$ cat src/rtl/load_store_unit_if.sv
// load_store_unit_if: request/response port of the load/store unit plus its
// connection to the data memory (data_add / Data_in / en_write / data_out).
// slave  = the load/store unit, master = the execute stage / memory side.
interface load_store_unit_if;
  // request
  logic        req_valid;
  logic        req_ready;
  logic        req_write;
  logic [1:0]  req_size;
  logic        req_signed;
  logic [31:0] req_addr;
  logic [31:0] req_wdata;
  // response
  logic        resp_valid;
  logic [31:0] resp_rdata;
  logic        resp_err;
  // data memory
  logic [31:0] mem_add;
  logic [31:0] mem_data_out;
  logic        mem_en_write;
  logic [31:0] mem_data_in;

  modport slave (
    input  req_valid, req_write, req_size, req_signed, req_addr, req_wdata,
    output req_ready,
    output resp_valid, resp_rdata, resp_err,
    output mem_add, mem_data_out, mem_en_write,
    input  mem_data_in
  );

  modport master (
    output req_valid, req_write, req_size, req_signed, req_addr, req_wdata,
    input  req_ready,
    input  resp_valid, resp_rdata, resp_err,
    input  mem_add, mem_data_out, mem_en_write,
    output mem_data_in
  );
endinterface

$ cat src/rtl/load_store_unit.sv
// load_store_unit: one byte/halfword/word access at a time between execute
// and the data memory. Byte addresses become word indices, sub-word stores
// are done as read-modify-write, loads are sign/zero extended.
// The memory samples on the falling edge; everything here is rising-edge.
// Optional feature: define LSU_ALIGN_CHECK_EN to reject misaligned halfword
// and word accesses (otherwise the low address bits are simply ignored).
module load_store_unit #(
  parameter int unsigned MEM_WORDS = 65534
) (
  input  logic        clk,
  input  logic        rst,
  load_store_unit_if.slave bus
);

  typedef enum logic [1:0] {IDLE, RD, WR, RSP} state_t;

  state_t      state;
  logic [1:0]  lane_q;    // addr[1:0] of the accepted request
  logic [1:0]  size_q;
  logic        signed_q;
  logic        write_q;
  logic [15:0] wdata_q;   // only the sub-word store path needs the data later

  logic [31:0] word_idx;
  logic        range_err;
  logic        align_err;
  logic        acc_err;
  logic [7:0]  ld_byte;
  logic [15:0] ld_half;
  logic [31:0] ld_ext;
  logic [31:0] st_merge;

  assign bus.req_ready = (state == IDLE) & ~rst;

  assign word_idx  = {2'b00, bus.req_addr[31:2]};
  assign range_err = (word_idx >= MEM_WORDS);

`ifdef LSU_ALIGN_CHECK_EN
  assign align_err = ((bus.req_size == 2'b01) &&  bus.req_addr[0]) ||
                     ((bus.req_size == 2'b10) && (bus.req_addr[1:0] != 2'b00));
`else
  assign align_err = 1'b0;
`endif

  assign acc_err = range_err | align_err | (bus.req_size == 2'b11);

  // Lane extraction and sign/zero extension of the word read in RD
  always_comb begin
    ld_byte = bus.mem_data_in[{lane_q, 3'b000} +: 8];
    ld_half = lane_q[1] ? bus.mem_data_in[31:16] : bus.mem_data_in[15:0];
    ld_ext  = bus.mem_data_in;
    case (size_q)
      2'b00:   ld_ext = {{24{signed_q & ld_byte[7]}}, ld_byte};
      2'b01:   ld_ext = {{16{signed_q & ld_half[15]}}, ld_half};
      default: ld_ext = bus.mem_data_in;
    endcase
  end

  // Merge of the store bytes into the word read in RD; other bytes untouched
  always_comb begin
    st_merge = bus.mem_data_in;
    case (size_q)
      2'b00: st_merge[{lane_q, 3'b000} +: 8] = wdata_q[7:0];
      2'b01: begin
        if (lane_q[1]) st_merge[31:16] = wdata_q;
        else           st_merge[15:0]  = wdata_q;
      end
      default: st_merge = bus.mem_data_in;
    endcase
  end

  // Access sequencer with registered memory and response outputs
  always_ff @(posedge clk or posedge rst) begin
    if (rst) begin
      state            <= IDLE;
      lane_q           <= '0;
      size_q           <= '0;
      signed_q         <= 1'b0;
      write_q          <= 1'b0;
      wdata_q          <= '0;
      bus.resp_valid   <= 1'b0;
      bus.resp_rdata   <= '0;
      bus.resp_err     <= 1'b0;
      bus.mem_add      <= '0;
      bus.mem_data_out <= '0;
      bus.mem_en_write <= 1'b0;
    end else begin
      case (state)
        IDLE: begin
          bus.mem_en_write <= 1'b0;
          bus.resp_valid   <= 1'b0;
          bus.resp_err     <= 1'b0;
          bus.resp_rdata   <= '0;
          if (bus.req_valid) begin
            lane_q   <= bus.req_addr[1:0];
            size_q   <= bus.req_size;
            signed_q <= bus.req_signed;
            write_q  <= bus.req_write;
            wdata_q  <= bus.req_wdata[15:0];
            if (acc_err) begin
              // rejected: straight to the response, memory never touched
              bus.resp_valid <= 1'b1;
              bus.resp_err   <= 1'b1;
              state          <= RSP;
            end else if (bus.req_write && (bus.req_size == 2'b10)) begin
              bus.mem_add      <= word_idx;
              bus.mem_data_out <= bus.req_wdata;
              bus.mem_en_write <= 1'b1;
              state            <= WR;
            end else begin
              // loads and sub-word stores both start with a read
              bus.mem_add <= word_idx;
              state       <= RD;
            end
          end
        end
        RD: begin
          if (write_q) begin
            bus.mem_data_out <= st_merge;
            bus.mem_en_write <= 1'b1;
            state            <= WR;
          end else begin
            bus.resp_rdata <= ld_ext;
            bus.resp_valid <= 1'b1;
            state          <= RSP;
          end
        end
        WR: begin
          bus.mem_en_write <= 1'b0;
          bus.resp_valid   <= 1'b1;
          bus.resp_rdata   <= '0;
          state            <= RSP;
        end
        default: begin  // RSP
          bus.resp_valid <= 1'b0;
          bus.resp_err   <= 1'b0;
          bus.resp_rdata <= '0;
          state          <= IDLE;
        end
      endcase
    end
  end

endmodule
$ cat src/flat_wrapper.sv
// flat-port wrapper written by rule: the top's interface ports become plain ports
module load_store_unit_flat 
#(
  parameter int unsigned MEM_WORDS = 65534
)
  (clk, rst, bus_req_valid, bus_req_write, bus_req_size, bus_req_signed, bus_req_addr, bus_req_wdata, bus_req_ready, bus_resp_valid, bus_resp_rdata, bus_resp_err, bus_mem_add, bus_mem_data_out, bus_mem_en_write, bus_mem_data_in);
  load_store_unit_if bus_i ();
  input  logic clk;
  input  logic rst;
  input wire logic [$bits(bus_i.req_valid)-1:0] bus_req_valid;
  input wire logic [$bits(bus_i.req_write)-1:0] bus_req_write;
  input wire logic [$bits(bus_i.req_size)-1:0] bus_req_size;
  input wire logic [$bits(bus_i.req_signed)-1:0] bus_req_signed;
  input wire logic [$bits(bus_i.req_addr)-1:0] bus_req_addr;
  input wire logic [$bits(bus_i.req_wdata)-1:0] bus_req_wdata;
  output wire logic [$bits(bus_i.req_ready)-1:0] bus_req_ready;
  output wire logic [$bits(bus_i.resp_valid)-1:0] bus_resp_valid;
  output wire logic [$bits(bus_i.resp_rdata)-1:0] bus_resp_rdata;
  output wire logic [$bits(bus_i.resp_err)-1:0] bus_resp_err;
  output wire logic [$bits(bus_i.mem_add)-1:0] bus_mem_add;
  output wire logic [$bits(bus_i.mem_data_out)-1:0] bus_mem_data_out;
  output wire logic [$bits(bus_i.mem_en_write)-1:0] bus_mem_en_write;
  input wire logic [$bits(bus_i.mem_data_in)-1:0] bus_mem_data_in;
  assign bus_i.req_valid = bus_req_valid;
  assign bus_i.req_write = bus_req_write;
  assign bus_i.req_size = bus_req_size;
  assign bus_i.req_signed = bus_req_signed;
  assign bus_i.req_addr = bus_req_addr;
  assign bus_i.req_wdata = bus_req_wdata;
  assign bus_req_ready = bus_i.req_ready;
  assign bus_resp_valid = bus_i.resp_valid;
  assign bus_resp_rdata = bus_i.resp_rdata;
  assign bus_resp_err = bus_i.resp_err;
  assign bus_mem_add = bus_i.mem_add;
  assign bus_mem_data_out = bus_i.mem_data_out;
  assign bus_mem_en_write = bus_i.mem_en_write;
  assign bus_i.mem_data_in = bus_mem_data_in;
  load_store_unit #(.MEM_WORDS(MEM_WORDS)) u_core (.clk(clk), .rst(rst), .bus(bus_i));
endmodule
$ cat config.mk
export PLATFORM = sky130hd
export DESIGN_NAME = load_store_unit_flat
export DESIGN_NICKNAME = d
export VERILOG_FILES = /design/src/rtl/load_store_unit_if.sv /design/src/rtl/load_store_unit.sv /design/src/flat_wrapper.sv
export SDC_FILE = /design/constraint.sdc
export NUM_CORES = 1
export LEC_CHECK = 0
export BUFFER_PORTS_ARGS = -buffer_cell sky130_fd_sc_hd__buf_4
export CAP_MARGIN = 20
export CORE_MARGIN = 5
export CORE_UTILIZATION = 25
export CTS_CLUSTER_DIAMETER = 30
export CTS_CLUSTER_SIZE = 10
export DETAILED_ROUTE_END_ITERATION = 10
export GPL_TIMING_DRIVEN = 0
export MAX_ROUTING_LAYER = met4
export PLACE_DENSITY = 0.56
export SETUP_SLACK_MARGIN = 0.5
export SKIP_CTS_REPAIR_TIMING = 1
export SLEW_MARGIN = 20
export SYNTH_ARGS = -nofsm -noshare
export SYNTH_HDL_FRONTEND = slang
export SYNTH_SLANG_ARGS = --single-unit
export TNS_END_PERCENT = 20
$ cat constraint.sdc
create_clock -name clk -period 9.3 [get_ports clk]
set_clock_uncertainty 0.1 [all_clocks]
set_input_delay 1.395 -clock clk [delete_from_list [all_inputs] [get_ports clk]]
set_output_delay 1.395 -clock clk [all_outputs]
set_load 0.01 [all_outputs]
==> results of run 1 <==
==> layout by cell type, fill, tap and decap left out, drive strengths merged, types with 5 or more instances in the layout <==
cell type  instances
a21oi             12
ha                 9
mux2              74
nor3               7
a221o             16
dfrtp            121
nor2              47
nand2             90
inv               20
nor2b             15
nand2b            19
mux4               8
a41oi             13
a211o              6
clkinv             5
a31oi             11
a22oi             11
nor4               6
o22ai             10
o21ai             43
clkbuf            41
a211oi             6
buf              219
==> per-layer routing <==
metal,vias to the layer above,global-route usage,routed length (µm)
met3,33,0.0496,1900
li1,2692,-,-
met4,0,0.0417,458
met2,261,0.264,11400
met5,-,-,0
met1,2851,0.228,11100
==> critical path, cell delays in order (launching register included) <==
cell	delay, ns
dfrtp_1	0.45
buf_2	0.23
inv_1	0.11
clkbuf_1	0.52
ha_1	0.39
or3_1	0.41
nor4_4	0.42
nand2_1	0.10
a41oi_1	0.36
mux2_4	0.21
==> final cells by class <==
| class | count | area, µm² | area share |
|---|---|---|---|
| flip-flops and latches | 121 | 3030 | 0.331 |
| clock inverters | 15 | 209 | 0.0228 |
| multi-input cells | 443 | 3280 | 0.358 |
| well taps | 335 | 419 | 0.0458 |
| inverters | 14 | 60.1 | 0.00657 |
| repair buffers | 201 | 1530 | 0.167 |
| clock buffers | 17 | 425 | 0.0465 |
| plain buffers | 42 | 198 | 0.0216 |
==> cell families (layout without fill, tap and decap cells) <==
logic type,Yosys count,after routing,synth area share
AND/OR/NAND/NOR,199,199,0.144
AO/OA/AOI/OAI,147,147,0.160
flip-flops,121,121,0.462
multiplexers,86,86,0.178
buffers and inverters,56,289,0.0382
adder cells (fa/ha/maj),9,9,0.0172
other,1,2,0.000572
==> cell usage after synthesis (all sizes together), types with 3 or more instances <==
master / instances
dfrtp: 121
nand2: 90
mux2: 74
nor2: 47
o21ai: 43
clkbuf: 24
nand2b: 19
buf: 18
a221o: 16
nor2b: 15
a41oi: 13
inv: 13
a21oi: 12
a22oi: 11
a31oi: 11
o22ai: 10
ha: 9
mux4: 8
nor3: 7
a211o: 6
a211oi: 6
nor4: 6
a22o: 4
a32oi: 4
mux2i: 4
nand4: 4
nand3: 3
==> report_power, final <==
part / total [mW] / internal (mW) / switching, mW / leakage (nW)
clock: 0.726 / 0.454 / 0.272 / 0.314
combinational: 1.37 / 0.632 / 0.740 / 2.48
sequential: 0.845 / 0.703 / 0.142 / 1.56
total: 2.94 / 1.79 / 1.15 / 4.35
==> registers in the layout, indices dropped and copies added (netlist names), 2 cells and up <==
| signal | count |
|---|---|
| u_core.bus.mem_add | 30 |
| u_core.state | 2 |
| u_core.wdata_q | 16 |
| u_core.bus.resp_rdata | 32 |
| u_core.bus.mem_data_out | 32 |
| u_core.size_q | 2 |
| u_core.lane_q | 2 |
==> path summary, 6_finish.rpt <==
path	endpoint
max	u_core.bus.mem_data_out[28]$_DFFE_PP0P_
min	u_core.bus.resp_rdata[2]$_DFFE_PP0P_
max reg2reg	u_core.bus.mem_data_out[28]$_DFFE_PP0P_
min reg2reg	u_core.bus.resp_rdata[2]$_DFFE_PP0P_
max in group asynchronous	u_core.wdata_q[6]$_DFFE_PP0P_
min in group asynchronous	u_core.bus.mem_add[5]$_DFFE_PP0P_
==> through the flow <==
step / util / instance area [µm²] / setup slack (ns) / cells / hold WS (ns)
6_report: 0.353 / 9150 / 5.93 / 1188 / 0.379
4_1_cts: 0.353 / 9150 / 5.97 / 1188 / 0.383
5_1_grt: 0.353 / 9150 / 5.79 / 1188 / 0.401
3_3_place_gp: 0.327 / 8480 / 2.87 / 1155 / 0.364
2_1_floorplan: - / 6560 / 4.59 / 620 / 0.381
3_5_place_dp: 0.329 / 8510 / 5.52 / 1156 / 0.369
==> impl_results.md, run 1 <==
* Die ar. at 0.0295 mm²
* RSZ-0062 raised after global routing: false
* Layout cell share with drive strength beyond 1 at 0.399
* Post-synthesis sequential area ratio at 0.462
* Post-synth cell types at 55
* Period Utilization, post-route at 0.363
* Clk root buf: clkbuf_16
* Pins Over Slew Limit at 0
* Ranking of synthesized cells by area: dfrtp_1 46%, mux2_2 7.6%, mux2_4 6.9%, nand2_1 5.2%, o21ai_0 3.1%
* DRT Pass-1 Iters at 5
* Chip height at 172 µm
* Final WL at 24900 µm
* Fin. Hold Viols at 0
* DRT antenna net count at 0
* #FFs+latches synth at 121
* Biggest area consumer among synthesized cells: dfrtp_1
* Peak VDD IR at 0.144 mV
* Tot Pwr at 2.94 mW
* Max-Cap Viols at 0
* Worst-margin pin slew at 0.751 ns
* Syn-to-layout area delta at 39.6%
* FILL cells at 2644
* Synth Cell Area at 0.00655 mm²
* Largest net degree at the start of global routing at 93
* Initial DRC count at 472
* Drt via density at 4.91
* Max H-tree Level at 4
* Diodes inserted at 0
* Flop2flop setup slack at 5.93 ns
* Total Routing Usage GR at 0.173
* Crit end category: flip-flop
* I/O Buffers at 200
* Setup TNS at 0 ns
* Site row count at 59
* Final setup fails at 0
* First-pass GRT wire length at 37100 µm
* Min-delay src: u_core.bus.resp_rdata[2]$_DFFE_PP0P_
* Via count at 5837
* R2r startpoint: u_core.lane_q[1]$_DFFE_PP0P_
* CTS tree: built
* Total grt overflow at 0
* TritonCTS buffer count at 17
* Rel. slew slack at 0.500
* Hpwl dp at 19500 µm
* Core region area at 0.0259 mm²
* Pwr per Cell Area at 322 mW/mm²
* Setup CP Type: reg2reg
* Deepest clock path buffer count at 2
* Clock transition at the registers of the reported paths at 0.07 ns
* Startpoint types: flip-flop
* CP startpoint: u_core.lane_q[1]$_DFFE_PP0P_
* Fraction of registers with async set/reset at 1.00
* F_max at 296 MHz
* Reg2Reg Depth at 9
* DR WL/cell at 21.0 µm
* Outcome: completed
* EDFF count, synth at 0
* I/O pin count at 203
* Yosys warns at 0
* Hold Crit Class: reg2reg
* Max FO, Critical Path at 12
* WP data arrival at 3.64 ns
* Min cycle time layout at 3.37 ns
* Top FF cell, synth: dfrtp_1
* Final #Nets at 952
* Top cell type's share of synthesized area at 0.462
* # DRC at 0
* Clock Latency Late Sink at 0.42 ns
* Synth Instances at 619
* Hold path depth at 2
* Routability cong. at 0.927
* Critical Path RT at 9.57 ns
* Leakage at 4.35 nW
* Count of clock tree sinks at 121
* Initial Util at 0.253
* Vias in the first global route at 5984
* Mapped Avg Cell Area at 10.6 µm²
* Initial antenna violation count at 0
* Die Wd at 172 µm
Power figures use the tool's default switching activity.
==> run 2, diff against run 1 <==
Clock period 9.3 ns to 3.4 ns, I/O delays scaled along.
==> impl_results.md, run 2 (synthesized netlist as in run 1, its figures left out) <==
* Routability cong. at 0.916 (-1.1%)
* Clock transition at the registers of the reported paths at 0.07 ns (about the same)
* Rel. slew slack at 0.503 (+0.00307)
* Top Registers: u_core.bus.mem_data_out: 32 flops, u_core.bus.resp_rdata: 32 flops, u_core.bus.mem_add: 30 flops
* Count of clock tree sinks at 121 (unchanged)
* RSZ-0062 raised after global routing: true
* Hpwl dp at 19600 µm (+0.76%)
* Critical Path, Cell by Cell: buf_4, inv_1, buf_4, ha_4, or4b_2, o22ai_4, a22oi_1, a21oi_1, mux2_4
* DR WL/cell at 21.1 µm (+0.35%)
* Critical Path Slowest Stage Cell: or4b_2
* Most used cell, CP: buf_4
* Outcome: completed
* Layout cell share with drive strength beyond 1 at 0.416 (+0.0177)
* Peak VDD IR at 0.371 mV (+160%)
* Most frequent cells in the layout: 208 x buf_4, 120 x dfrtp_1, 90 x nand2_1, 46 x nor2_1, 44 x mux2_2
* Dpl cell area at 0.00857 mm² (+0.66%)
* Final WL at 25200 µm (+1.1%)
* # DRC at 0 (unchanged)
* First-pass GRT wire length at 37300 µm (+0.34%)
* Chip height at 172 µm (unchanged)
* Finished Cell Area at 0.00930 mm² (+1.7%)
* Layout Cells excl Fill at 1197 (+0.76%)
* Fin. Hold Viols at 0 (unchanged)
* Total Routing Usage GR at 0.174 (+0.000623)
* Largest net degree at the start of global routing at 30 (-68%)
* Hold_ws at 0.0854 ns (-0.294 ns)
* Startpoint types: flip-flop
* Die ar. at 0.0295 mm² (unchanged)
* I/O pin count at 203 (unchanged)
* F_max at 354 MHz (+20%)
* Critical Path RT at 3.66 ns (-5.91 ns)
* Max-Cap Viols at 0 (unchanged)
* Leakage at 4.37 nW (+0.43%)
* Slowest stage delay, CP at 0.64 ns (+0.12 ns)
* Total grt overflow at 0 (unchanged)
* Site row count at 59 (unchanged)
* Min cycle time layout at 2.82 ns (-0.552 ns)
* TritonCTS buffer count at 17 (unchanged)
* Commonest non-fill, non-tap cell in the layout: buf_4
* Syn-to-layout area delta at 42.0%
* Setup CP Type: reg2reg
* Vias in the first global route at 5952 (-0.53%)
* DRT Pass-1 Iters at 5 (unchanged)
* Core region area at 0.0259 mm² (unchanged)
* Initial antenna violation count at 2 (+2)
* Initial DRC count at 555 (+18%)
* Initial Util at 0.253 (unchanged)
* Crit end category: flip-flop
* Hold Crit Class: in2async
* Final #Nets at 959 (+0.74%)
* Die Wd at 172 µm (unchanged)
* Period Utilization, post-route at 0.830 (+0.467)
* Max FO, Critical Path at 12 (unchanged)
* Clock Latency Late Sink at 0.42 ns (about the same)
* Via count at 5918 (+1.4%)
* DRT antenna net count at 0 (unchanged)
* Drt via density at 4.94 (+0.63%)
* Worst-margin pin slew at 0.746 ns (-0.00460 ns)
* Pins Over Slew Limit at 0 (unchanged)
* Max H-tree Level at 4 (unchanged)
* I/O Buffers at 200 (unchanged)
* Clk root buf: clkbuf_16
* WP data arrival at 3.09 ns (-0.55 ns)
* Pwr per Cell Area at 871 mW/mm² (+170%)
* Deepest clock path buffer count at 2 (unchanged)
* Inst Count DP at 1159 (+0.26%)
* CTS tree: built
* Final setup fails at 0 (unchanged)
==> run 2: critical path, delay by kind of cell (launching register included) <==
kind	cells	cell delay, ns
AOI/OAI and AO/OA	3	0.64
adders and majority gates	1	0.30
buffers and inverters	3	0.48
DFF	1	0.42
muxes	1	0.18
and+or+nand+nor	1	0.64
==> run 2: path summary, 6_finish.rpt <==
check,end,cells after the start,start,slack [ns]
worst max-delay path,u_core.bus.mem_data_out[18]$_DFFE_PP0P_,9,u_core.lane_q[1]$_DFFE_PP0P_,0.58
worst min-delay path,u_core.bus.mem_add[2]$_DFFE_PP0P_,2,rst,0.09
worst max register to register,u_core.bus.mem_data_out[18]$_DFFE_PP0P_,9,u_core.lane_q[1]$_DFFE_PP0P_,0.58
worst min register to register,u_core.bus.resp_rdata[1]$_DFFE_PP0P_,2,u_core.bus.resp_rdata[1]$_DFFE_PP0P_,0.38
max in group asynchronous,u_core.bus.mem_data_out[21]$_DFFE_PP0P_,5,rst,2.19
min in group clk,u_core.bus.mem_add[0]$_DFFE_PP0P_,2,bus_req_addr[2],0.23
==> run 2: where the power goes <==
| group | leakage, nW | internal [mW] | switching, mW |
|---|---|---|---|
| clock | 0.289 | 1.12 | 0.746 |
| sequential | 1.56 | 1.92 | 0.388 |
| combinational | 2.52 | 1.82 | 2.11 |
==> run 2: layout make-up <==
type | count | area [µm²]
Antenna cell | 2 | 5.00
Buffer | 42 | 210
Clock buffer | 18 | 439
Clock inverter | 14 | 159
Fill cell | 2620 | 16600
Inverter | 14 | 60.1
Multi-Input combinational cell | 443 | 3360
Sequential cell | 121 | 3030
Tap cell | 335 | 419
Timing Repair Buffer | 208 | 1620
==> run 2: metrics by stage <==
stage | utilization | TNS, ns | setup slack, ns | power (mW)
finish | 0.359 | 0 | 0.578 | 8.10
global route | 0.359 | 0 | 0.433 | 8.60
CTS | 0.354 | -0.0120 | -0.0120 | 7.99
detailed placement | 0.331 | -0.00602 | -0.00602 | 6.10
global placement | 0.327 | -0.00719 | -0.00719 | 6.06
floorplan | - | 0 | 0.774 | 4.60
==> run 2: routing by layer <==
| metal | GRT usage | up-vias | part of all wire |
|---|---|---|---|
| li1 | - | 2712 | - |
| met1 | 0.233 | 2891 | 0.44 |
| met2 | 0.262 | 288 | 0.47 |
| met3 | 0.0471 | 27 | 0.079 |
| met4 | 0.0427 | 0 | 0.017 |
| met5 | - | - | 0 |
==> run 3, diff against run 2 <==
Settings changed: ABC_AREA set to 1, PLACE_DENSITY 0.56 to 0.57.
Clock period 3.4 ns to 2.3 ns, I/O delays scaled along.
==> impl_results.md, run 3 <==
* Outcome: completed
* Internal at 7.77 mW (+60%)
* Most common cell in the synthesized netlist: nand2_1
* FILL cells at 3198 (+22%)
* Clk root buf: clkbuf_16
* Net Switching at 7.14 mW (+120%)
* Biggest area consumer among synthesized cells: dfrtp_1
* Critical Path RT at 2.52 ns (-1.14 ns)
* Critical Path Slowest Stage Cell: a21oi_1
* Layout cell share with drive strength beyond 1 at 0.306 (-0.110)
* Peak VDD IR at 0.466 mV (+25%)
* Inst Count DP at 1719 (+48%)
* Min cycle time layout at 2.06 ns (-0.767 ns)
* Hold_ws at 0.0241 ns (-0.0613 ns)
* Fraction of registers with async set/reset at 1.00 (unchanged)
* Chip height at 182 µm (+6.1%)
* Pwr per Cell Area at 1360 mW/mm² (+57%)
* #FFs+latches synth at 121 (unchanged)
* Deepest clock path buffer count at 2 (unchanged)
* Most frequent cells in the layout: 426 x nand2_1, 229 x buf_4, 120 x dfrtp_1, 93 x inv_1, 83 x nor2_1
* Fin. Hold Viols at 0 (unchanged)
* Initial DRC count at 499 (-10%)
* Finished Cell Area at 0.0109 mm² (+17%)
* Leakage at 5.97 nW (+37%)
* DRT Pass-1 Iters at 6 (+1)
* Total grt overflow at 0 (unchanged)
* Clock Latency Late Sink at 0.43 ns (about the same)
* DR WL/cell at 17.7 µm (-16%)
* Pins Over Slew Limit at 0 (unchanged)
* Combinational group share of total power at 0.584 (+0.099)
* Final #Nets at 1487 (+55%)
* Max H-tree Level at 4 (unchanged)
* CTS tree: built
* Routability cong. at 0.969 (+5.8%)
* Reg power frac at 0.229 (-0.056)
* F_max at 487 MHz (+37%)
* Tot Pwr at 14.9 mW (+84%)
* Setup TNS at 0 ns (unchanged)
* Startpoint types: flip-flop
* Max-Cap Viols at 0 (unchanged)
* Final setup fails at 0 (unchanged)
* Final WL at 31400 µm (+25%)
* Core region area at 0.0295 mm² (+14%)
* Critical Path, Cell by Cell: buf_2, a21oi_1, inv_1, nand2_1, nand3_1, nand2_1, clkinv_1, nand3_1, nand2_1
* Vias in the first global route at 8017 (+35%)
* Layout Cells excl Fill at 1778 (+49%)
* EDFF count, synth at 0 (unchanged)
* Initial antenna violation count at 0 (-2)
* Worst Setup Slack, final at 0.245 ns (-0.333 ns)
* Worst-margin pin slew at 0.639 ns (-0.107 ns)
* Die Wd at 182 µm (+6.1%)
* Rel. slew slack at 0.574 (+0.0715)
* I/O Buffers at 200 (unchanged)
* Layout Utilization at 0.371 (+0.0115)
* Hpwl dp at 24400 µm (+24%)
* Synth Cell Area at 0.00743 mm² (+13%)
* Max FO, Critical Path at 9 (-3)
* Setup CP Type: reg2reg
* Commonest non-fill, non-tap cell in the layout: nand2_1
* Hold Crit Class: in2reg
* Synth Instances at 1124 (+82%)
* I/O pin count at 203 (unchanged)
* TritonCTS buffer count at 17 (unchanged)
* Crit end category: flip-flop
* Yosys warns at 0 (unchanged)
* Total Routing Usage GR at 0.186 (+0.0124)
* Sw frac at 0.479 (+0.0784)
* Drt via density at 4.59 (-7.2%)
* Synth cell count leaders: 443 x nand2_1, 121 x dfrtp_1, 105 x inv_1, 103 x nand3_1, 86 x nor2_1
* Initial Util at 0.252 (-0.000827)
* Mapped Avg Cell Area at 6.61 µm² (-38%)
* Most used cell, CP: nand2_1
* Die ar. at 0.0333 mm² (+13%)
* Diodes inserted at 0 (-2)
* Site row count at 63 (+6.8%)
* Count of clock tree sinks at 121 (unchanged)
* WP data arrival at 2.27 ns (-0.82 ns)
* # DRC at 0 (unchanged)
* Pre-CTS setup slack at -0.530 ns (-0.524 ns)
* Slowest stage delay, CP at 0.42 ns (-0.22 ns)
* Top cell type's share of synthesized area at 0.407 (-0.0546)
* Top Registers: u_core.bus.mem_data_out: 32 flops, u_core.bus.resp_rdata: 32 flops, u_core.bus.mem_add: 30 flops
* Post-synthesis sequential area ratio at 0.407 (-0.0546)
* Dpl cell area at 0.00953 mm² (+11%)
* Syn-to-layout area delta at 47.0%
* Clock transition at the registers of the reported paths at 0.07 ns (about the same)
* RSZ-0062 raised after global routing: true
* First-pass GRT wire length at 46300 µm (+24%)
* DRT antenna net count at 0 (unchanged)
* Post-synth cell types at 35 (-36%)
* Largest net degree at the start of global routing at 33 (+10%)
* Ranking of synthesized cells by area: dfrtp_1 41%, nand2_1 22%, nand3_1 6.9%, inv_1 5.3%, a21oi_1 4.6%
* Via count at 8161 (+38%)
* Period Utilization, post-route at 0.894 (+0.0635)
* Clock network power share at 0.187 (-0.043)
* Top FF cell, synth: dfrtp_1
## run 3: cell count changes after synthesis, moves of 13 or more
| cell | delta |
|---|---|
| a21oi_1 | +57 |
| a221o_1 | -16 |
| a41oi_1 | -13 |
| buf_2 | +22 |
| inv_1 | +92 |
| mux2_2 | -44 |
| mux2_4 | -30 |
| nand2_1 | +353 |
| nand2b_1 | -19 |
| nand3_1 | +100 |
| nor2_1 | +39 |
| nor2b_1 | -15 |
## run 3: worst max-delay path, delay by kind of cell (launching register included)
| kind | cells | cell delay [ns] |
|---|---|---|
| AO/OA/AOI/OAI | 1 | 0.42 |
| flip-flops | 1 | 0.35 |
| AND/OR/NAND/NOR | 5 | 0.56 |
| buffers and inverters | 3 | 0.51 |
## run 3: power groups by stage
stage	Sequential (mW)	Clock, mW	Combinational, mW
finish	3.42	2.78	8.71
global route	3.49	2.93	9.57
CTS	3.39	2.85	7.15
detailed placement	3.42	0	7.12
global placement	3.40	0	7.07
floorplan	3.48	0	4.27
## run 3: cells by family (layout without fill, tap and decap cells)
logic type | after synthesis | after routing | share of synthesized area
other | 1 | 2 | 0.000505
adders and majority gates | 9 | 9 | 0.0152
and+or+nand+nor | 655 | 656 | 0.361
AOI/OAI and AO/OA | 156 | 156 | 0.116
buffers and inverters | 182 | 444 | 0.100
DFF | 121 | 121 | 0.407
## run 3: final cells by class
type | instances | area, µm² | share of cell area
flip-flops and latches | 121 | 3030 | 0.277
well taps | 390 | 488 | 0.0447
repair buffers | 230 | 1810 | 0.166
clock inverters | 15 | 173 | 0.0158
inverters | 122 | 505 | 0.0463
multi-input cells | 823 | 4090 | 0.374
plain buffers | 60 | 402 | 0.0368
clock buffers | 17 | 425 | 0.0389
## run 3: per-layer routing
layer,vias up,part of all wire,track usage
met2,270,0.46,0.290
li1,4038,-,-
met5,-,0,-
met4,0,0.024,0.0612
met1,3808,0.44,0.232
met3,45,0.074,0.0558
## run 3: path summary, 6_finish.rpt
kind | startpoint | slack, ns | to | depth (start not counted)
max in group asynchronous | rst | 0.86 | u_core.bus.mem_data_out[19]$_DFFE_PP0P_ | 6
setup reg to reg | u_core.size_q[0]$_DFFE_PP0P_ | 0.24 | u_core.bus.mem_data_out[30]$_DFFE_PP0P_ | 9
setup / recovery | u_core.size_q[0]$_DFFE_PP0P_ | 0.24 | u_core.bus.mem_data_out[30]$_DFFE_PP0P_ | 9
min in group asynchronous | rst | 0.34 | u_core.bus.resp_rdata[13]$_DFFE_PP0P_ | 3
hold / removal | bus_req_wdata[2] | 0.02 | u_core.wdata_q[2]$_DFFE_PP0P_ | 3
hold reg to reg | u_core.bus.mem_add[23]$_DFFE_PP0P_ | 0.37 | u_core.bus.mem_add[23]$_DFFE_PP0P_ | 2
